`src/rtl/mem_port_arbiter_if.sv`:
```
// Signal bundle for the arbiter: fetch port, data port and the single memory port.
// slave is the arbiter's view; master is the requester/memory side.
interface mem_port_arbiter_if #(
   parameter int ADDR_W = 16,
   parameter int DATA_W = 16
);
   logic              if_req;
   logic [ADDR_W-1:0] if_addr;
   logic [DATA_W-1:0] if_rdata;
   logic              if_ready;
   logic              d_req;
   logic              d_we;
   logic [ADDR_W-1:0] d_addr;
   logic [DATA_W-1:0] d_wdata;
   logic [DATA_W-1:0] d_rdata;
   logic              d_ready;
   logic              mem_en;
   logic              mem_we;
   logic [ADDR_W-1:0] mem_addr;
   logic [DATA_W-1:0] mem_wdata;
   logic [DATA_W-1:0] mem_rdata;
   logic              stall_if;
   logic              stall_mem;

   modport slave (
      input  if_req, if_addr, d_req, d_we, d_addr, d_wdata, mem_rdata,
      output if_rdata, if_ready, d_rdata, d_ready,
      output mem_en, mem_we, mem_addr, mem_wdata, stall_if, stall_mem
   );

   modport master (
      output if_req, if_addr, d_req, d_we, d_addr, d_wdata, mem_rdata,
      input  if_rdata, if_ready, d_rdata, d_ready,
      input  mem_en, mem_we, mem_addr, mem_wdata, stall_if, stall_mem
   );
endinterface

```
`src/rtl/mem_port_arbiter.sv`:
```
// Shares one synchronous single-ported memory between a fetch port and a data port.
// Data has priority, but fetch wins once it has been deferred MAX_DEFER grants in a row.
module mem_port_arbiter #(
   parameter int ADDR_W      = 16,
   parameter int DATA_W      = 16,
   parameter int WAIT_CYCLES = 2,
   parameter int MAX_DEFER   = 2
) (
   input logic               clk,
   input logic               reset,
   mem_port_arbiter_if.slave bus
);
   typedef enum logic [1:0] {
      IDLE = 2'd0,
      BUSY = 2'd1,
      RESP = 2'd2
   } state_t;

   localparam logic [3:0] WAIT_LD   = 4'(WAIT_CYCLES);
   localparam logic [2:0] DEFER_MAX = 3'(MAX_DEFER);

   state_t            state_q, state_d;
   logic              owner_q, owner_d;      // 1 = data port, 0 = fetch port
   logic              we_q, we_d;
   logic [ADDR_W-1:0] addr_q, addr_d;
   logic [DATA_W-1:0] wdata_q, wdata_d;
   logic [3:0]        cnt_q, cnt_d;
   logic [2:0]        defer_q, defer_d;
   logic [DATA_W-1:0] if_rdata_q, if_rdata_d;
   logic [DATA_W-1:0] d_rdata_q, d_rdata_d;
   logic              mem_en_q, mem_en_d;
   logic              mem_we_q, mem_we_d;
   logic [ADDR_W-1:0] mem_addr_q, mem_addr_d;
   logic [DATA_W-1:0] mem_wdata_q, mem_wdata_d;
   logic              if_ready_q, if_ready_d;
   logic              d_ready_q, d_ready_d;
   logic              grant_data;
   logic              grant_fetch;

   assign grant_data  = bus.d_req && (!bus.if_req || (defer_q != DEFER_MAX));
   assign grant_fetch = bus.if_req && !grant_data;

   // Transaction FSM: arbitration, latching of the winner, busy countdown, read capture.
   always_comb begin
      state_d    = state_q;
      owner_d    = owner_q;
      we_d       = we_q;
      addr_d     = addr_q;
      wdata_d    = wdata_q;
      cnt_d      = cnt_q;
      defer_d    = defer_q;
      if_rdata_d = if_rdata_q;
      d_rdata_d  = d_rdata_q;
      case (state_q)
         IDLE: begin
            if (grant_data) begin
               state_d = BUSY;
               owner_d = 1'b1;
               we_d    = bus.d_we;
               addr_d  = bus.d_addr;
               wdata_d = bus.d_wdata;
               cnt_d   = WAIT_LD;
               if (bus.if_req && (defer_q != DEFER_MAX)) begin
                  defer_d = defer_q + 3'd1;
               end else begin
                  defer_d = defer_q;
               end
            end else if (grant_fetch) begin
               state_d = BUSY;
               owner_d = 1'b0;
               we_d    = 1'b0;
               addr_d  = bus.if_addr;
               wdata_d = {DATA_W{1'b0}};
               cnt_d   = WAIT_LD;
               defer_d = 3'd0;
            end else begin
               state_d = IDLE;
            end
         end
         BUSY: begin
            if (cnt_q <= 4'd1) begin
               state_d = RESP;
               cnt_d   = 4'd0;
               // Writes complete without touching the data-side read register.
               if (!owner_q) begin
                  if_rdata_d = bus.mem_rdata;
               end else if (!we_q) begin
                  d_rdata_d = bus.mem_rdata;
               end else begin
                  d_rdata_d = d_rdata_q;
               end
            end else begin
               cnt_d = cnt_q - 4'd1;
            end
         end
         RESP: begin
            state_d = IDLE;
         end
         default: begin
            state_d = IDLE;
         end
      endcase
   end

   // Next values of the registered outputs, decoded from the next state.
   always_comb begin
      mem_en_d    = 1'b0;
      mem_we_d    = 1'b0;
      mem_addr_d  = {ADDR_W{1'b0}};
      mem_wdata_d = {DATA_W{1'b0}};
      if_ready_d  = 1'b0;
      d_ready_d   = 1'b0;
      if (state_d == BUSY) begin
         mem_en_d    = 1'b1;
         mem_addr_d  = addr_d;
         mem_wdata_d = wdata_d;
         mem_we_d    = (state_q == IDLE) ? we_d : 1'b0;
      end else if (state_d == RESP) begin
         if_ready_d = ~owner_d;
         d_ready_d  = owner_d;
      end else begin
         mem_en_d = 1'b0;
      end
   end

   // State and output registers with synchronous active-low reset.
   always_ff @(posedge clk) begin
      if (!reset) begin
         state_q     <= IDLE;
         owner_q     <= 1'b0;
         we_q        <= 1'b0;
         addr_q      <= {ADDR_W{1'b0}};
         wdata_q     <= {DATA_W{1'b0}};
         cnt_q       <= 4'd0;
         defer_q     <= 3'd0;
         if_rdata_q  <= {DATA_W{1'b0}};
         d_rdata_q   <= {DATA_W{1'b0}};
         mem_en_q    <= 1'b0;
         mem_we_q    <= 1'b0;
         mem_addr_q  <= {ADDR_W{1'b0}};
         mem_wdata_q <= {DATA_W{1'b0}};
         if_ready_q  <= 1'b0;
         d_ready_q   <= 1'b0;
      end else begin
         state_q     <= state_d;
         owner_q     <= owner_d;
         we_q        <= we_d;
         addr_q      <= addr_d;
         wdata_q     <= wdata_d;
         cnt_q       <= cnt_d;
         defer_q     <= defer_d;
         if_rdata_q  <= if_rdata_d;
         d_rdata_q   <= d_rdata_d;
         mem_en_q    <= mem_en_d;
         mem_we_q    <= mem_we_d;
         mem_addr_q  <= mem_addr_d;
         mem_wdata_q <= mem_wdata_d;
         if_ready_q  <= if_ready_d;
         d_ready_q   <= d_ready_d;
      end
   end

   assign bus.if_rdata  = if_rdata_q;
   assign bus.if_ready  = if_ready_q;
   assign bus.d_rdata   = d_rdata_q;
   assign bus.d_ready   = d_ready_q;
   assign bus.mem_en    = mem_en_q;
   assign bus.mem_we    = mem_we_q;
   assign bus.mem_addr  = mem_addr_q;
   assign bus.mem_wdata = mem_wdata_q;
   assign bus.stall_if  = bus.if_req & ~if_ready_q;
   assign bus.stall_mem = bus.d_req & ~d_ready_q;
endmodule

```
`src/flat_wrapper.sv`:
```
// flat-port wrapper written by rule: the top's interface ports become plain ports
module mem_port_arbiter_flat 
#(
   parameter int ADDR_W      = 16,
   parameter int DATA_W      = 16,
   parameter int WAIT_CYCLES = 2,
   parameter int MAX_DEFER   = 2
)
  (clk, reset, bus_if_req, bus_if_addr, bus_d_req, bus_d_we, bus_d_addr, bus_d_wdata, bus_mem_rdata, bus_if_rdata, bus_if_ready, bus_d_rdata, bus_d_ready, bus_mem_en, bus_mem_we, bus_mem_addr, bus_mem_wdata, bus_stall_if, bus_stall_mem);
  mem_port_arbiter_if #(.ADDR_W(ADDR_W), .DATA_W(DATA_W)) bus_i ();
  input logic clk;
  input logic reset;
  input wire logic [$bits(bus_i.if_req)-1:0] bus_if_req;
  input wire logic [$bits(bus_i.if_addr)-1:0] bus_if_addr;
  input wire logic [$bits(bus_i.d_req)-1:0] bus_d_req;
  input wire logic [$bits(bus_i.d_we)-1:0] bus_d_we;
  input wire logic [$bits(bus_i.d_addr)-1:0] bus_d_addr;
  input wire logic [$bits(bus_i.d_wdata)-1:0] bus_d_wdata;
  input wire logic [$bits(bus_i.mem_rdata)-1:0] bus_mem_rdata;
  output wire logic [$bits(bus_i.if_rdata)-1:0] bus_if_rdata;
  output wire logic [$bits(bus_i.if_ready)-1:0] bus_if_ready;
  output wire logic [$bits(bus_i.d_rdata)-1:0] bus_d_rdata;
  output wire logic [$bits(bus_i.d_ready)-1:0] bus_d_ready;
  output wire logic [$bits(bus_i.mem_en)-1:0] bus_mem_en;
  output wire logic [$bits(bus_i.mem_we)-1:0] bus_mem_we;
  output wire logic [$bits(bus_i.mem_addr)-1:0] bus_mem_addr;
  output wire logic [$bits(bus_i.mem_wdata)-1:0] bus_mem_wdata;
  output wire logic [$bits(bus_i.stall_if)-1:0] bus_stall_if;
  output wire logic [$bits(bus_i.stall_mem)-1:0] bus_stall_mem;
  assign bus_i.if_req = bus_if_req;
  assign bus_i.if_addr = bus_if_addr;
  assign bus_i.d_req = bus_d_req;
  assign bus_i.d_we = bus_d_we;
  assign bus_i.d_addr = bus_d_addr;
  assign bus_i.d_wdata = bus_d_wdata;
  assign bus_i.mem_rdata = bus_mem_rdata;
  assign bus_if_rdata = bus_i.if_rdata;
  assign bus_if_ready = bus_i.if_ready;
  assign bus_d_rdata = bus_i.d_rdata;
  assign bus_d_ready = bus_i.d_ready;
  assign bus_mem_en = bus_i.mem_en;
  assign bus_mem_we = bus_i.mem_we;
  assign bus_mem_addr = bus_i.mem_addr;
  assign bus_mem_wdata = bus_i.mem_wdata;
  assign bus_stall_if = bus_i.stall_if;
  assign bus_stall_mem = bus_i.stall_mem;
  mem_port_arbiter #(.ADDR_W(ADDR_W), .DATA_W(DATA_W), .WAIT_CYCLES(WAIT_CYCLES), .MAX_DEFER(MAX_DEFER)) u_core (.clk(clk), .reset(reset), .bus(bus_i));
endmodule
```
`config.mk`:
```
export PLATFORM = sky130hd
export DESIGN_NAME = mem_port_arbiter_flat
export DESIGN_NICKNAME = d
export VERILOG_FILES = /design/src/rtl/mem_port_arbiter_if.sv /design/src/rtl/mem_port_arbiter.sv /design/src/flat_wrapper.sv
export SDC_FILE = /design/constraint.sdc
export NUM_CORES = 1
export LEC_CHECK = 0
export ABC_AREA = 1
export CAP_MARGIN = 20
export CORE_MARGIN = 3
export CORE_UTILIZATION = 42
export DETAILED_ROUTE_END_ITERATION = 10
export PLACE_DENSITY = 0.76
export SYNTH_ARGS = -nofsm -noshare
export SYNTH_HDL_FRONTEND = slang
export SYNTH_SLANG_ARGS = --single-unit
```
`constraint.sdc`:
```
create_clock -name clk -period 1.52 [get_ports clk]
set_clock_uncertainty 0.15 [all_clocks]
set_input_delay 0.304 -clock clk [delete_from_list [all_inputs] [get_ports clk]]
set_output_delay 0.304 -clock clk [all_outputs]
set_load 0.02 [all_outputs]
```
==> results of run 1 <==
synthesized netlist by cell type, types with 3 or more instances:
| cell type | n |
|---|---|
| nor2_1 | 140 |
| dfxtp_1 | 111 |
| nand2_1 | 111 |
| nand4_1 | 48 |
| nand3_1 | 40 |
| inv_1 | 39 |
| inv_2 | 17 |
| buf_2 | 13 |
| clkbuf_1 | 13 |
| or2_2 | 13 |
| or2_1 | 10 |
| or2_0 | 9 |
| a21oi_1 | 7 |
| buf_1 | 7 |
| nor2_4 | 6 |
| ha_1 | 4 |
| nand2_2 | 3 |
state kept, by name (all words and copies together), names as in the netlist:
register	flops
u_core.bus.mem_wdata	16
u_core.state_q	2
u_core.defer_q	3
u_core.wdata_q	16
u_core.owner_q	1
u_core.bus.mem_en	1
u_core.we_q	1
u_core.bus.if_rdata	16
u_core.bus.d_ready	1
u_core.bus.if_ready	1
u_core.bus.mem_addr	16
u_core.addr_q	16
u_core.bus.mem_we	1
u_core.cnt_q	4
u_core.bus.d_rdata	16
tightest hold or removal path, cell delays in order (launching register included):
cell and delay, ns:
dfxtp_1 0.34, nor2_1 0.05, nor2_1 0.07
cells by family after synthesis:
logic type	Yosys count	synth area share (%)
AOI/OAI and AO/OA	12	1.422
xor gates and xnor gates	1	0.1952
adders and majority gates	4	1.115
buffers and inverters	91	8.140
DFF	111	49.51
and+or+nand+nor	386	39.61
timing repair:
action / CTS / global route
buffers inserted: 13 / 4
setup endpoints to repair: 151 / 160
endpoints found under the hold margin: 0 / 0
cloned: 5 / 3
pin swaps: 62 / 41
resized for setup: 188 / 171
power by group through the flow:
stage          Combinational [mW]  Sequential [mW]  Clock (mW)
5_1_grt                      7.17             4.10        2.01
3_3_place_gp                 4.89             4.02           0
6_report                     6.65             4.02        1.87
4_1_cts                      6.16             3.99        1.88
2_1_floorplan                2.47             4.54           0
3_5_place_dp                 5.04             4.03           0
per-layer routing:
| layer | routed length [um] | GRT usage [%] |
|---|---|---|
| met1 | 5571 | 26.70 |
| met2 | 7107 | 38.84 |
| met3 | 1054 | 4.287 |
| met4 | 257 | 7.035 |
| met5 | 0 | 0 |
final timing paths:
path                                       start                                  end  slack (ns)  depth (start not counted)
min          u_core.bus.d_rdata[12]$_SDFFE_PN0P_  u_core.bus.d_rdata[12]$_SDFFE_PN0P_        0.34                          2
max reg2reg         u_core.cnt_q[0]$_SDFFE_PN0P_         u_core.cnt_q[3]$_SDFFE_PN0P_       -0.06                         12
min reg2reg  u_core.bus.d_rdata[12]$_SDFFE_PN0P_  u_core.bus.d_rdata[12]$_SDFFE_PN0P_        0.34                          2
max                 u_core.cnt_q[0]$_SDFFE_PN0P_         u_core.cnt_q[3]$_SDFFE_PN0P_       -0.06                         12
stage by stage:
stage,cells,power [mW]
2_1_floorplan,605,7.020
3_3_place_gp,879,8.911
3_5_place_dp,879,9.070
4_1_cts,913,12.04
5_1_grt,917,13.28
6_report,917,12.53
final cells by class:
| cell class | count | share of cell area (%) |
|---|---|---|
| Clock inverter | 7 | 1.198 |
| Clock buffer | 9 | 1.719 |
| Multi-Input combinational cell | 404 | 33.91 |
| Timing Repair Buffer | 194 | 26.84 |
| Tap cell | 136 | 2.361 |
| Inverter | 56 | 3.021 |
| Sequential cell | 111 | 30.95 |
==> run summary, run 1 <==
Dividing the detail-routed wire length by the instance count gives 15.26 um. The tools report the post-detailed-placement cell area as 6225 um2. In this run the worst hold path is classified as flip-flop to flip-flop. The Yosys step of the flow raised 0 warnings.

On the critical path, the stage with the largest delay is an instance of dfxtp_4. The worst setup path is captured at a flip-flop. The upper clock frequency limit is 0.6315 GHz, and the via count normalized by instance count is 5.062. In this run the count of I/O pins placed on the die edge is 139. The logs give 7207 um2 for the post-route cell area and 14.9% for the clock network fraction of design power. In the final layout, the multi-input gates occupy 2444 um2. The number of setup violations in the final report is 60. Area of the mapped netlist: 4488 um2. Of the total power, the share spent switching nets is 41.39%.

The worst setup slack after placement was -0.6020 ns. The type of the worst setup path was flip-flop to flip-flop. For the combinational fraction of design power, the log shows 53.0%.

The run finished, with violations left. Dividing the synthesized area by the synthesized cell count gives 7.418 um2. The net count of the finished layout is 849. Of all flip-flops after synthesis, the portion carrying an async set or reset was 0%. Worst slew slack as a fraction of its limit: 80.77%. In the layout the commonest cells are 106 x dfxtp_1, 95 x nor2_1, 80 x nand2_1. The area growth from synthesis to layout is 60.58%.

Counting every instance in the synthesized netlist gives 605. The largest net degree at the start of global routing came out at 35. The count of clock tree sinks was 111. The most frequent standard cell in the layout excluding fill and tap cells is dfxtp_1.

The number of buffer and inverter stages on the critical path came out at 5. The leakage power total was 3.203 nW. In the synthesized netlist the dominant register cell turns out to be dfxtp_1. For the worst-skew pair, the clock arrives at the later sink with an insertion delay of 0.37 ns.

The analysis attributes to net switching a power of 5.188 mW. The top cell type by area accounts for 49.51% of the synthesized area. Count of flip-flops with a built-in enable after synthesis: 0. Global routing used 21.93% of the available tracks. For this design the ratio of total power to cell area is 1739 nW/um2.

The final reports fail on negative setup slack. After detailed routing, the number of remaining DRC violations is 0. The congestion estimate from routability-driven global placement came to 0.8491. The final critical-path share of the clock period is 104.2%, and the combined flip-flop and latch cell area is 2231 um2. The count of port buffers added during placement was 138.

Before antenna repair, the detailed router went through 4 iterations. The layout has 808 filler cells. The number of H-tree levels is 3, and the total internal power is 7.346 mW. The kind of launch point of the worst setup path was a flip-flop.

The die is 109.4 um tall. The library cell used as clock root buffer was clkbuf_8. The number of flip-flops and latches in the synthesized netlist works out to 111. The critical path data arrival time came out at 1.71 ns.

The critical path's largest stage delay is 0.38 ns, and the quantity of hold-fixing buffers added after cts is 0. The share of post-route cells with drive strength above 1 works out to 34.44%. The routed design has 13990 um of wire.

The die covers 11960 um2. The tools report the register share of total power as 32.1%. The width of the die came out at 109.4 um.

The detailed router finished its first iteration with 210 violations. At the pin with the least slew margin, the transition time is 0.2885 ns. The post-layout utilization of the core is 69.50%. For the max-capacitance violation count, the log shows 0. Counting the buffers created by CTS gives 9. TritonCTS built the clock tree.

0 antenna diodes ended up in the layout. The tools report the global-route congestion overflow total as 0. Ranked by total cell area, the synthesized netlist is headed by dfxtp_1 50%, nor2_1 12%, nand2_1 9.3%. Once detail routing completed, the nets flagged for antenna violations numbered 0.

Once the floorplan was initialized, standard cells occupied 43.28% of the core. The critical path goes through inv_4 > ha_4 > nor2_4 > nor2_4 > nand2_4 > buf_12 > buf_6 > buf_6 > inv_2 > nor2_2 > nand2_1 > nor2_1. The count of final hold-check violations is 0. The cell type with the highest aggregate area in the netlist was dfxtp_1.

For the finished layout, the period the worst path requires is 1.584 ns. Of the synthesized area, sequential elements account for 49.51%. For this block, the via count after detailed routing is 4642. STA puts the critical path data required time at 1.65 ns.

After routing, the total negative slack on setup checks comes to -1.685 ns. The run gives 0 as the number of antenna violations at the first check in global routing. Of all nets on the critical path, the largest fanout is 3. The worst setup margin was -0.06354 ns. The kind of cell with the highest combined delay along the critical path is buffers and inverters. The first global-routing pass estimated 20840 um of wire.

Row generation in the floorplan step produced 37 rows. Hold is met by 0.3356 ns. The via count of the first global-routing pass was 4505. The count of final max-slew check failures is 0.

Setup repair after global routing could not meet its margin everywhere. The core region is 10370 um2. Number of library cell types mapped by synthesis: 26. The half-perimeter wire length of the detailed placement result is 8972 um, and the clock transition time at the flip-flop clock pins of the worst setup and hold paths is 0.11 ns.

The largest voltage drop on the vdd net was 1.017 mV; the synthesized netlist net count was 678. The worst-case clock buffer depth is 2.
Note: power is estimated with default switching activity, not from simulation.
==> run 2, diff against run 1 <==
--- a/config.mk
+++ b/config.mk
@@ -7,10 +7,12 @@
 export LEC_CHECK = 0
 export ABC_AREA = 1
 export CAP_MARGIN = 20
-export CORE_MARGIN = 3
-export CORE_UTILIZATION = 42
+export CELL_PAD_IN_SITES_DETAIL_PLACEMENT = 1
+export CELL_PAD_IN_SITES_GLOBAL_PLACEMENT = 1
+export CORE_MARGIN = 1.5
+export CORE_UTILIZATION = 30
 export DETAILED_ROUTE_END_ITERATION = 10
-export PLACE_DENSITY = 0.76
+export PLACE_DENSITY_LB_ADDON = 0.1
 export SYNTH_ARGS = -nofsm -noshare
 export SYNTH_HDL_FRONTEND = slang
 export SYNTH_SLANG_ARGS = --single-unit
==> run 2 against run 1 <==
  * The flow still finishes with violations (negative setup slack)
  * Non-clock buffer count unchanged
  * First-iteration DRC count shrank 13%
  * Setup slack lost 0.034 ns
  * Total power grew 2.5%
  * Final area is 3.8% higher
  * Combinational power fell by 4.4%
  * Via count fell by 2.3%
  * Sequential share of layout area down 1.1 points
  * Wire length is 9.9% higher
  * Fmax down 2.1%
  * Sequential power fell by 1%
  * Core utilization fell by 18 points
  * Largest power group unchanged
==> run summary, run 2 (synthesis results as in run 1) <==
The cell sitting at the root of the clock tree is a clkbuf_16. For this run, the post-layout net count is 848. The pin slew with the least headroom to its limit came out at 0.3166 ns.

The internal portion of the total power is 7.703 mW. The run gives 3 as the number of H-tree levels. The post-layout utilization of the core is 51.29%, and the post-detailed-route DRC marker count is 0. The analysis attributes to cell leakage a power of 3.364 nW. The floorplan has 44 rows. The register share of total power was 30.9%; the clock network fraction of design power was 19.6%. Net switching is 40.06% of the power.

The core region is 14590 um2. The clock transition time at the flip-flop clock pins of the worst setup and hold paths works out to 0.08 ns. The kind of launch point of the worst setup path was a flip-flop.

The count of final hold-check violations is 0, and the first-pass GRT wire length is 23710 um. For the antenna violation net count after detailed routing, the log shows 0. Detailed-routing iteration count for the pre-antenna-repair pass: 4.

Global routing finished with a remaining overflow of 0. For this design the ratio of total power to cell area is 1718 nW/um2. The run gives 69 as the number of setup violations in the final report.

The run gives 4766 as the via count of the first global-routing pass. The worst setup margin is -0.09712 ns, and the sum of routed wire length over all layers is 15380 um. The critical path is of the flip-flop to flip-flop type. The layout-stage area growth over the synthesis result is 66.71%. The tools report the fill cell instance count of the final layout as 1701. CTS saw 111 sinks.

The half-perimeter wire length of the detailed placement result is 9862 um. Leaving out fill and tap cells, the most frequent cell in the layout is dfxtp_1. The total via count in the routed design was 4534; the number of placed I/O pins was 139. The share of post-route cells with drive strength above 1 was 30.90%. The width of the die came out at 125.3 um.

The checks that failed: negative setup slack. The upper clock frequency limit was 0.6184 GHz. For the reported net switching power, the log shows 5.149 mW. In the finished design, the share of the clock period the worst path needs comes to 106.4%. The count of final max-slew check failures was 0. The path class of the tightest hold or removal check is flip-flop to flip-flop.

Setup repair after global routing could not meet its margin everywhere. The tools report the clock insertion delay at the later pin of the skew report as 0.35 ns. For the largest voltage drop on the vdd net, the log shows 0.9311 mV. The flow ran to the end, but the final reports show violations. The logs give 183 for the initial DRC count and 0.7804 for the global placement routability congestion.

The floorplan step defined a die boundary enclosing 15700 um2. Using the TritonRoute via totals, the vias-per-cell ratio works out to 4.703. The highest net fanout along the worst path is 8, and the starting density of the core is 30.76%.

The worst slew slack as a fraction of its limit is 78.89%, and the critical path data arrival time is 1.76 ns. The area used by multi-input combinational logic is 2472 um2. Timing analysis after detailed placement gives a worst setup slack of -0.7211 ns. The routed wirelength normalized by instance count is 15.95 um.

Global routing consumed, over all layers together, 18.90% of the routing resources. The tools report the number of antenna violations at the first check in global routing as 0. For the CTS buffer count, the log shows 9. The largest net degree at the start of global routing is 38, and the clock period minus final worst setup slack is 1.617 ns. The tools report the combinational fraction of design power as 49.5%. The logs give 0 for the quantity of hold-fixing buffers added after cts and 0 for the max-capacitance violation count. The count of buffers added on input and output ports is 138.

The capturing element type of the critical path was a flip-flop. The repair_antennas step left the layout with diodes totalling 0. In the layout the commonest cells are 106 x dfxtp_1, 98 x nor2_1, 82 x nand2_1.

Data on the critical path is required at its endpoint by 1.66 ns. TritonCTS built the clock tree. The logs give 2231 um2 for the combined flip-flop and latch cell area and 2 for the worst-case clock buffer depth.

The floorplan step set the die height to 125.3 um.
==> run 2: area by class of cell <==
class / count / share of cell area (%)
inverter: 56 / 2.943
timing repair buffer: 194 / 26.89
clock buffer: 11 / 3.378
sequential: 111 / 29.82
multi-input combinational: 403 / 33.04
clock inverter: 5 / 0.8528
tap: 184 / 3.077
==> run 2: path summary, 6_finish.rpt <==
check,from,to,slack [ns],cells after the start
worst min-delay path,u_core.bus.d_rdata[8]$_SDFFE_PN0P_,u_core.bus.d_rdata[8]$_SDFFE_PN0P_,0.32,2
worst max-delay path,u_core.cnt_q[0]$_SDFFE_PN0P_,u_core.bus.d_rdata[2]$_SDFFE_PN0P_,-0.1,10
worst min register to register,u_core.bus.d_rdata[8]$_SDFFE_PN0P_,u_core.bus.d_rdata[8]$_SDFFE_PN0P_,0.32,2
worst max register to register,u_core.cnt_q[0]$_SDFFE_PN0P_,u_core.bus.d_rdata[2]$_SDFFE_PN0P_,-0.1,10
==> run 2: power by group through the flow <==
stage / Combinational (mW) / Sequential [mW] / Clock, mW
final: 6.36 / 3.97 / 2.52
after CTS: 5.76 / 3.97 / 2.59
after global routing: 6.89 / 4.06 / 2.69
after floorplan: 2.47 / 4.54 / 0
after detailed placement: 5.15 / 4.02 / 0
after global placement: 4.99 / 4.01 / 0
==> run 2: timing repair <==
action                     4_1_cts  5_1_grt
resized for setup              146      158
buffers inserted                19        4
setup endpoints to repair      174      123
pin swaps                       36       49
gates cloned                     6        2
==> run 2: metrics by stage <==
step / instance area [um2] / instances / power [mW] / hold WS (ns) / TNS (ns)
after floorplan: 4526 / 605 / 7.020 / 0.3110 / 0
after global placement: 6267 / 923 / 9.004 / 0.3037 / -42.54
after detailed placement: 6267 / 923 / 9.177 / 0.3080 / -46.60
after CTS: 7023 / 963 / 12.32 / 0.3203 / -2.555
after global routing: 7482 / 964 / 13.64 / 0.3340 / -9.836
final: 7482 / 964 / 12.85 / 0.3167 / -2.798
==> run 2: critical path, stage by stage (launching register included) <==
cell     delay [ns]
dfxtp_4        0.37
inv_4          0.06
ha_4           0.14
nor2_4         0.04
nor2_4         0.12
nand2_4        0.09
buf_6          0.13
nor2_4         0.15
buf_12         0.16
nor2_1         0.05
nor2_1         0.09
==> run 2: layer usage <==
| layer | part of all wire [%] | vias up | track usage (%) |
|---|---|---|---|
| li1 | - | 2241 | - |
| met1 | 42 | 2168 | 21.76 |
| met2 | 52 | 110 | 34.65 |
| met3 | 4.1 | 15 | 4.878 |
| met4 | 1.4 | 0 | 4.947 |
| met5 | 0 | - | 0 |
